<file path="src/rtl/ioctl_upload_responder.sv">
// Answers HPS uploads of one ioctl file index by pausing the CPU and streaming core RAM
// back one byte per ioctl_rd, holding ioctl_wait high while each byte is fetched.
//   state   | meaning
//   S_IDLE  | not uploading; ioctl_din holds the last delivered byte
//   S_PAUSE | pause_req raised, waiting for the CPU to halt
//   S_READY | CPU halted, accepting ioctl_rd
//   S_FETCH | RAM read in flight (or finished and held until pause_ack)
module ioctl_upload_responder #(
  parameter logic [7:0] UPLOAD_INDEX = 8'd4,
  parameter int         MEM_AW       = 11,
  parameter int         MEM_SIZE     = 2048,
  parameter int         RD_LAT       = 1
) (
  input  logic              clk_sys,
  input  logic              reset_n,
  input  logic              ioctl_upload,
  input  logic [7:0]        ioctl_index,
  input  logic              ioctl_rd,
  input  logic [24:0]       ioctl_addr,
  output logic [7:0]        ioctl_din,
  output logic              ioctl_wait,
  output logic              pause_req,
  input  logic              pause_ack,
  output logic [MEM_AW-1:0] mem_addr,
  output logic              mem_rd,
  input  logic [7:0]        mem_dout,
  output logic              busy
);

  typedef enum logic [1:0] {S_IDLE, S_PAUSE, S_READY, S_FETCH} state_t;

  state_t            state_q, state_d;
  logic [7:0]        din_q, din_d;
  logic              wait_q, wait_d;
  logic              pause_q, pause_d;
  logic [MEM_AW-1:0] mem_addr_q, mem_addr_d;
  logic              mem_rd_q, mem_rd_d;
  logic              busy_q, busy_d;
  logic              pend_q, pend_d;
  logic [24:0]       pend_addr_q, pend_addr_d;
  logic [2:0]        cnt_q, cnt_d;
  logic              oor_q, oor_d;
  logic              done_q, done_d;
  logic              abort_q, abort_d;
  logic [7:0]        buf_q, buf_d;

  logic              active;
  logic              go;
  logic [24:0]       go_addr;
  logic              have_byte;
  logic [7:0]        byte_val;
  logic              abort_now;

  assign active = ioctl_upload && (ioctl_index == UPLOAD_INDEX);

  always_ff @(posedge clk_sys) begin
    if (!reset_n) begin
      state_q     <= S_IDLE;
      din_q       <= 8'h00;
      wait_q      <= 1'b0;
      pause_q     <= 1'b0;
      mem_addr_q  <= '0;
      mem_rd_q    <= 1'b0;
      busy_q      <= 1'b0;
      pend_q      <= 1'b0;
      pend_addr_q <= '0;
      cnt_q       <= 3'd0;
      oor_q       <= 1'b0;
      done_q      <= 1'b0;
      abort_q     <= 1'b0;
      buf_q       <= 8'h00;
    end else begin
      state_q     <= state_d;
      din_q       <= din_d;
      wait_q      <= wait_d;
      pause_q     <= pause_d;
      mem_addr_q  <= mem_addr_d;
      mem_rd_q    <= mem_rd_d;
      busy_q      <= busy_d;
      pend_q      <= pend_d;
      pend_addr_q <= pend_addr_d;
      cnt_q       <= cnt_d;
      oor_q       <= oor_d;
      done_q      <= done_d;
      abort_q     <= abort_d;
      buf_q       <= buf_d;
    end
  end

  always_comb begin
    state_d     = state_q;
    din_d       = din_q;
    wait_d      = wait_q;
    pause_d     = pause_q;
    mem_addr_d  = mem_addr_q;
    mem_rd_d    = 1'b0;
    pend_d      = pend_q;
    pend_addr_d = pend_addr_q;
    cnt_d       = cnt_q;
    oor_d       = oor_q;
    done_d      = done_q;
    abort_d     = abort_q;
    buf_d       = buf_q;
    go          = 1'b0;
    go_addr     = '0;
    have_byte   = 1'b0;
    byte_val    = buf_q;
    abort_now   = abort_q || !active;

    case (state_q)
      S_IDLE: begin
        pend_d = 1'b0;
        if (active) begin
          state_d = S_PAUSE;
          pause_d = 1'b1;
          wait_d  = 1'b1;
        end
      end

      S_PAUSE: begin
        if (!active) begin
          state_d = S_IDLE;
          pause_d = 1'b0;
          wait_d  = 1'b0;
          pend_d  = 1'b0;
        end else begin
          // Only the first early request is kept; it is served the moment the CPU halts.
          if (ioctl_rd && !pend_q) begin
            pend_d      = 1'b1;
            pend_addr_d = ioctl_addr;
          end
          if (pause_ack) begin
            if (pend_q || ioctl_rd) begin
              go      = 1'b1;
              go_addr = pend_q ? pend_addr_q : ioctl_addr;
            end else begin
              state_d = S_READY;
              wait_d  = 1'b0;
            end
          end
        end
      end

      S_READY: begin
        if (!active) begin
          state_d = S_IDLE;
          pause_d = 1'b0;
          wait_d  = 1'b0;
          pend_d  = 1'b0;
        end else if (!pause_ack) begin
          wait_d = 1'b1;
          if (ioctl_rd && !wait_q && !pend_q) begin
            pend_d      = 1'b1;
            pend_addr_d = ioctl_addr;
          end
        end else if (pend_q) begin
          go      = 1'b1;
          go_addr = pend_addr_q;
        end else if (ioctl_rd && !wait_q) begin
          go      = 1'b1;
          go_addr = ioctl_addr;
        end else begin
          wait_d = 1'b0;
        end
      end

      S_FETCH: begin
        if (!active) abort_d = 1'b1;
        if (done_q) begin
          have_byte = 1'b1;
          byte_val  = buf_q;
        end else if (cnt_q == 3'd0) begin
          have_byte = 1'b1;
          byte_val  = oor_q ? 8'hFF : mem_dout;
        end else begin
          cnt_d = cnt_q - 3'd1;
        end
        if (have_byte) begin
          if (abort_now) begin
            state_d = S_IDLE;
            pause_d = 1'b0;
            wait_d  = 1'b0;
            done_d  = 1'b0;
            abort_d = 1'b0;
            pend_d  = 1'b0;
          end else if (pause_ack) begin
            state_d = S_READY;
            din_d   = byte_val;
            wait_d  = 1'b0;
            done_d  = 1'b0;
          end else begin
            // CPU resumed mid-fetch: park the byte until it halts again.
            buf_d  = byte_val;
            done_d = 1'b1;
          end
        end
      end

      default: state_d = S_IDLE;
    endcase

    if (go) begin
      state_d = S_FETCH;
      wait_d  = 1'b1;
      pend_d  = 1'b0;
      done_d  = 1'b0;
      abort_d = 1'b0;
      if (go_addr < 25'(MEM_SIZE)) begin
        mem_rd_d   = 1'b1;
        mem_addr_d = go_addr[MEM_AW-1:0];
        cnt_d      = 3'(RD_LAT);
        oor_d      = 1'b0;
      end else begin
        cnt_d = 3'd0;
        oor_d = 1'b1;
      end
    end

    busy_d = (state_d != S_IDLE);
  end

  assign ioctl_din  = din_q;
  assign ioctl_wait = wait_q;
  assign pause_req  = pause_q;
  assign mem_addr   = mem_addr_q;
  assign mem_rd     = mem_rd_q;
  assign busy       = busy_q;

endmodule

</file>
<file path="config.mk">
export PLATFORM = sky130hd
export DESIGN_NAME = ioctl_upload_responder
export DESIGN_NICKNAME = d
export VERILOG_FILES = /design/src/rtl/ioctl_upload_responder.sv
export SDC_FILE = /design/constraint.sdc
export NUM_CORES = 1
export LEC_CHECK = 0
export CORE_ASPECT_RATIO = 1.1
export CORE_MARGIN = 2
export CORE_UTILIZATION = 46
export CTS_CLUSTER_SIZE = 10
export DETAILED_ROUTE_END_ITERATION = 6
export PLACE_DENSITY_LB_ADDON = 0.1
export SYNTH_ARGS = -nofsm -noshare
export SYNTH_HDL_FRONTEND = slang
export SYNTH_SLANG_ARGS = --single-unit
</file>
<file path="constraint.sdc">
create_clock -name clk_sys -period 2.02 [get_ports clk_sys]
set_input_delay 0.606 -clock clk_sys [delete_from_list [all_inputs] [get_ports clk_sys]]
set_output_delay 0.606 -clock clk_sys [all_outputs]
set_load 0.005 [all_outputs]
</file>
; ---- Yosys cells after proc, flatten, opt, wreduce, memory -nomap -nowiden
; Cells that the tools add are included.
[word_totals]
word_cells = 144
out_inout_bits = 23
input_bits = 46
regBits = 65
[classes]
eq_ne = 25
bitwise = 3
order_cmp = 1
muxes = 74
reduce_logical = 26
n_addsub = 1
[ops]
columns = cell, n
row1 = $mux W25, 13
row2 = $pmux W25 S2, 2
row3 = $mux W1, 38
row4 = $lt A25 B12 Y1 const B, 1
row5 = $mux W8, 3
row6 = $ne A2 B2 Y1 const B, 10
row7 = $mux W2, 9
row8 = $ne A3 B3 Y1 const B, 5
row9 = $mux W3, 4
row10 = $ne A4 B4 Y1 const B, 3
row11 = $reduce_and A4 Y1, 3
row12 = $ne A5 B5 Y1 const B, 2
row13 = $eq A8 B3 Y1 const B, 1
row14 = $pmux W1 S4, 2
row15 = $pmux W2 S4, 1
row16 = $reduce_and A7 Y1, 1
row17 = $reduce_and A2 Y1, 3
row18 = $reduce_and A6 Y1, 1
row19 = $reduce_bool A2 Y1, 3
row20 = $reduce_and A5 Y1, 1
row21 = $eq A2 B2 Y1 const B, 2
row22 = $logic_and A1 B1 Y1, 4
row23 = $reduce_or A2 Y1, 2
row24 = $logic_not A1 Y1, 3
row25 = other kinds (10), 13

; ---- Depth between registers and ports, before layout
[logic_depth]
word_depth = 10
mapped_depth = 9
ltp_nobuf = 7

; ---- Least setup slack after synthesis
; Ideal clock, no wire load.
[synth_timing]
path_type = input to register
from = input port ioctl_index[3]
to = register pend_addr_q[10]
path_buffers = 3
required_time_ps = 1892
stages = 8
setup_ps = 128
arrival_ps = 1815
setup_slack_ps = 77
cell_sequence = and4bb_1 -> and3_1 -> buf_2 -> o211a_1 -> buf_4 -> buf_6 -> mux2i_1 -> nor2_1
[synth_between]
elab_chain_len = 4
elab_cells_between_ends = 5
classes_between = eq/ne: 3 / reduce/logical: 2
[synth_lines]
columns = element, line_no
row1 = "start, declared", 17  ; input logic [7:0] ioctl_index,
row2 = $eq A8 B3 Y1 (*), 54  ; assign active = ioctl_upload && (ioctl_index == UPLOAD_INDEX);
row3 = $logic_and A1 B1 Y1 (*), 54
row4 = $ne A2 B2 Y1 (no source line), --
row5 = $reduce_and A6 Y1 (no source line) (*), --
row6 = "end signal, assigned", 81  ; pend_addr_q <= pend_addr_d;
row7 = "end, declared", 40  ; logic [24:0] pend_addr_q, pend_addr_d;
; Mark *: on every way between the ends. The rest lies on a longest branch, timed or not.
; A chain may end at the register's enable or synchronous reset.

; ---- Worst setup path in the final report
[layout_timing]
from = register wait_q (netlist: ioctl_wait)
to = output port ioctl_wait
[layout_lines]
columns = element, line_no
row1 = "start, declared", 34  ; logic wait_q, wait_d;
row2 = "start signal, assigned", 75  ; wait_q <= wait_d;
row3 = "end, declared", 21  ; output logic ioctl_wait,
; No word-level cell between the ends.

==> metrics.cfg <==
[synth]
async_flop_share_pct=0
synth_compound_area_share_pct=15.3
synth_xor_area_share_pct=0.278
yosys-mux-area-fraction_pct=16.5
avgSynthCellArea_um2=9.26
ys_ff_latch=65
ys_seq_area_share_pct=41.4
synth_top_family_by_area=simple AND/OR/NAND/NOR gates
synth_flop_cell=dfxtp_1
synth-edff-count=0
yosys_warnings=0
synth_cell_types=55
synthAdderAreaFrac_pct=2.39
syn_nets=392
syn-instance-count=340
synth-simple-area-share_pct=19.2
synth_area_um2=3150

[critical_path]
critPathCaptureType=output pin
start_kind=register
crit_slowest_cell=clkdlybuf4s50_1
critPathKind=reg -> out
arrival_ns=1.36
worstPathCellList=clkdlybuf4s50_1
critPathMaxStageDelay_ns=0.56
crit_fanout=6
path_delay_family=buffers and inverters
required_ns=1.41
crit_buf_inv=1

[layout]
multiInputGateArea_um2=1800
fill_cells=514
final_cells=526
area_delta_synth_final_pct=44.6
drive_above_1_share_pct=22.7
layout.nets=491
diodes=0
final-seq-area_um2=1310
final_cell_area_um2=4550

[pwr]
p_clk_share_pct=46.0
swShare_pct=20.6
sequentialPowerShare_pct=47.3
leakagePower_nw=1.75
ir_drop_v=0.000554
p_switching_mw=0.560
combPwrFrac_pct=6.8
pwr_density_cell_nw_per_um2=596
intPower_mw=2.15
power.total_mw=2.71

[floorplanning]
start_util_pct=47.7
fp-row-count=31
die_h_um=90.7
coreArea_um2=6590
dieArea_um2=7520
io_pins=69
die_w_um=82.9

[timing]
hold_slack_ns=0.481
fmax_ghz=0.508
min_period_over_period_pct=97.5
fin_crit_ns=1.97
slew_headroom_pct=59.0
rsz0062_at_grt=true
hold_viol_final=0
slew_violations=0
finalSetupViolCount=0
fin_worst_skew_ns=0.0108
totalNegativeSetupSlack_ns=0
tightestPinTransition_ns=0.614

[placement]
place_area_um2=4140
hpwlAfterDp_mm=5.21
io_buffer_count=68
place_inst=505
routabilityCongestion=0.873

[clock_tree]
cts_tree=done
path_clk_slew_ns=0.07
cts_buffers=9
cts_max_level=3
root_buffer=clkbuf_8
clockBufferDepth=2
cts.sinks=65
clock_latency_ns=0.33

[global_route]
overflow=0
grtUsageTotal_pct=19.7
grt_max_degree=20
grt_pass1_wl_mm=12.5
grt_pass1_vias=2725
antenna_found_initial=0

[drt]
postRouteAntennaNets=0
remaining_drc_errors=0
via_per_inst=5.41
avgRoutedWirePerCell_um=14.0
drt-initial-drc-count=82
drt-total-wl_mm=7.36
firstDrtPassIters=4
vias=2845

[run_status]
outcome=completed

[flow_run]
max-cap-violations=0

[min_path]
hp-class=reg -> reg

[final timing paths]
check | depth (start not counted) | endpoint | startpoint | slack (ns)
worst max register to register | 10 | cnt_q[1]$_SDFFE_PN0P_ | state_q[0]$_SDFF_PN0_ | 0.09
worst min register to register | 2 | pause_req$_SDFFE_PN0P_ | pause_req$_SDFFE_PN0P_ | 0.48
worst max-delay path | 1 | ioctl_wait | ioctl_wait$_SDFFE_PN0P_ | 0.05
worst min-delay path | 2 | pause_req$_SDFFE_PN0P_ | pause_req$_SDFFE_PN0P_ | 0.48
[worst register-to-register path: cells and delay by family (launching register included)]
family	cells	cell delay, ns
AOI/OAI and AO/OA	4	0.60
adders and majority gates	1	0.19
buffers and inverters	5	0.70
DFF	1	0.36
[cells by family (layout without fill, tap and decap cells)]
logic type	count (synthesis)	count (layout)
AO/OA/AOI/OAI	63	63
AND/OR/NAND/NOR	125	125
buffers and inverters	28	132
multiplexers	52	52
flip-flops	65	65
XOR/XNOR	1	1
adder cells (fa/ha/maj)	6	6
[Yosys cell counts (2+ instances only)]
cell | n | area share (%)
buf_2 | 6 | 0.95
buf_6 | 5 | 1.8
o22ai_1 | 3 | 0.60
nor2_1 | 71 | 8.5
inv_2 | 2 | 0.24
and3_1 | 4 | 0.80
a211oi_1 | 4 | 0.95
o21ai_0 | 7 | 1.1
nor4_1 | 2 | 0.40
nand2_1 | 17 | 2.0
inv_1 | 6 | 0.72
nor3_1 | 4 | 0.64
mux2i_1 | 52 | 17
nor3b_1 | 3 | 0.72
or3_1 | 2 | 0.40
o21ai_1 | 3 | 0.48
o22ai_2 | 10 | 4.0
dfxtp_1 | 65 | 41
ha_1 | 6 | 2.4
nand2b_1 | 4 | 0.80
o211ai_1 | 2 | 0.48
clkbuf_1 | 7 | 0.84
a21oi_1 | 19 | 3.0
nor2b_1 | 2 | 0.40
nand4_1 | 4 | 0.80
[per-stage QoR]
| step | worst slack [ns] | util (%) |
|---|---|---|
| floorplan | 0.0774 | - |
| global placement | -0.487 | 62.8 |
| detailed placement | -0.515 | 62.8 |
| CTS | 0.000459 | 67.2 |
| global route | -0.0190 | 69.0 |
| finish | 0.0510 | 69.0 |
[layout by cell type, fill, tap and decap left out, drive strengths merged, types with 5 or more instances in the layout]
cell,instances
clkdlybuf4s50,45
clkbuf,17
a21oi,19
inv,8
buf,40
dfxtp,65
nand2,17
mux2i,52
nor3,5
ha,6
a211oi,5
o22ai,13
dlymetal6s2s,15
nor2,71
o21ai,10
[registers in the layout, indices dropped and copies added (netlist names), 2 cells and up]
| signal | flops |
|---|---|
| buf_q | 8 |
| cnt_q | 3 |
| ioctl_din | 8 |
| mem_addr | 11 |
| pend_addr_q | 25 |
| state_q | 2 |
[power by group through the flow]
stage | combinational, mW | sequential (mW) | clock, mW
5_1_grt | 0.199 | 1.28 | 1.33
3_5_place_dp | 0.188 | 1.31 | 0
4_1_cts | 0.186 | 1.28 | 1.27
6_report | 0.184 | 1.28 | 1.25
3_3_place_gp | 0.188 | 1.31 | 0
2_1_floorplan | 0.0574 | 1.31 | 0
[repair_timing]
action,4_1_cts,5_1_grt
hold buffers,0,0
setup buffers,0,3
resized for setup,21,44
pin swaps,5,15
gates cloned,2,0
setup endpoints to repair,49,63
endpoints found under the hold margin,0,0
[final cells by class]
type | instances | area share, %
repair buffers | 108 | 23.7
clock inverters | 4 | 1.65
flip-flops and latches | 65 | 28.7
multi-input cells | 247 | 39.6
inverters | 8 | 0.660
clock buffers | 12 | 3.41
well taps | 82 | 2.25
[layer usage]
metal / track usage [%] / routed length (um) / part of all wire, %
met1: 26.1 / 3420 / 46
met2: 31.8 / 3530 / 48
met3: 4.57 / 328 / 4.5
met4: 6.56 / 84 / 1.1
met5: 0 / 0 / 0
(Power assumes the default switching activity.)
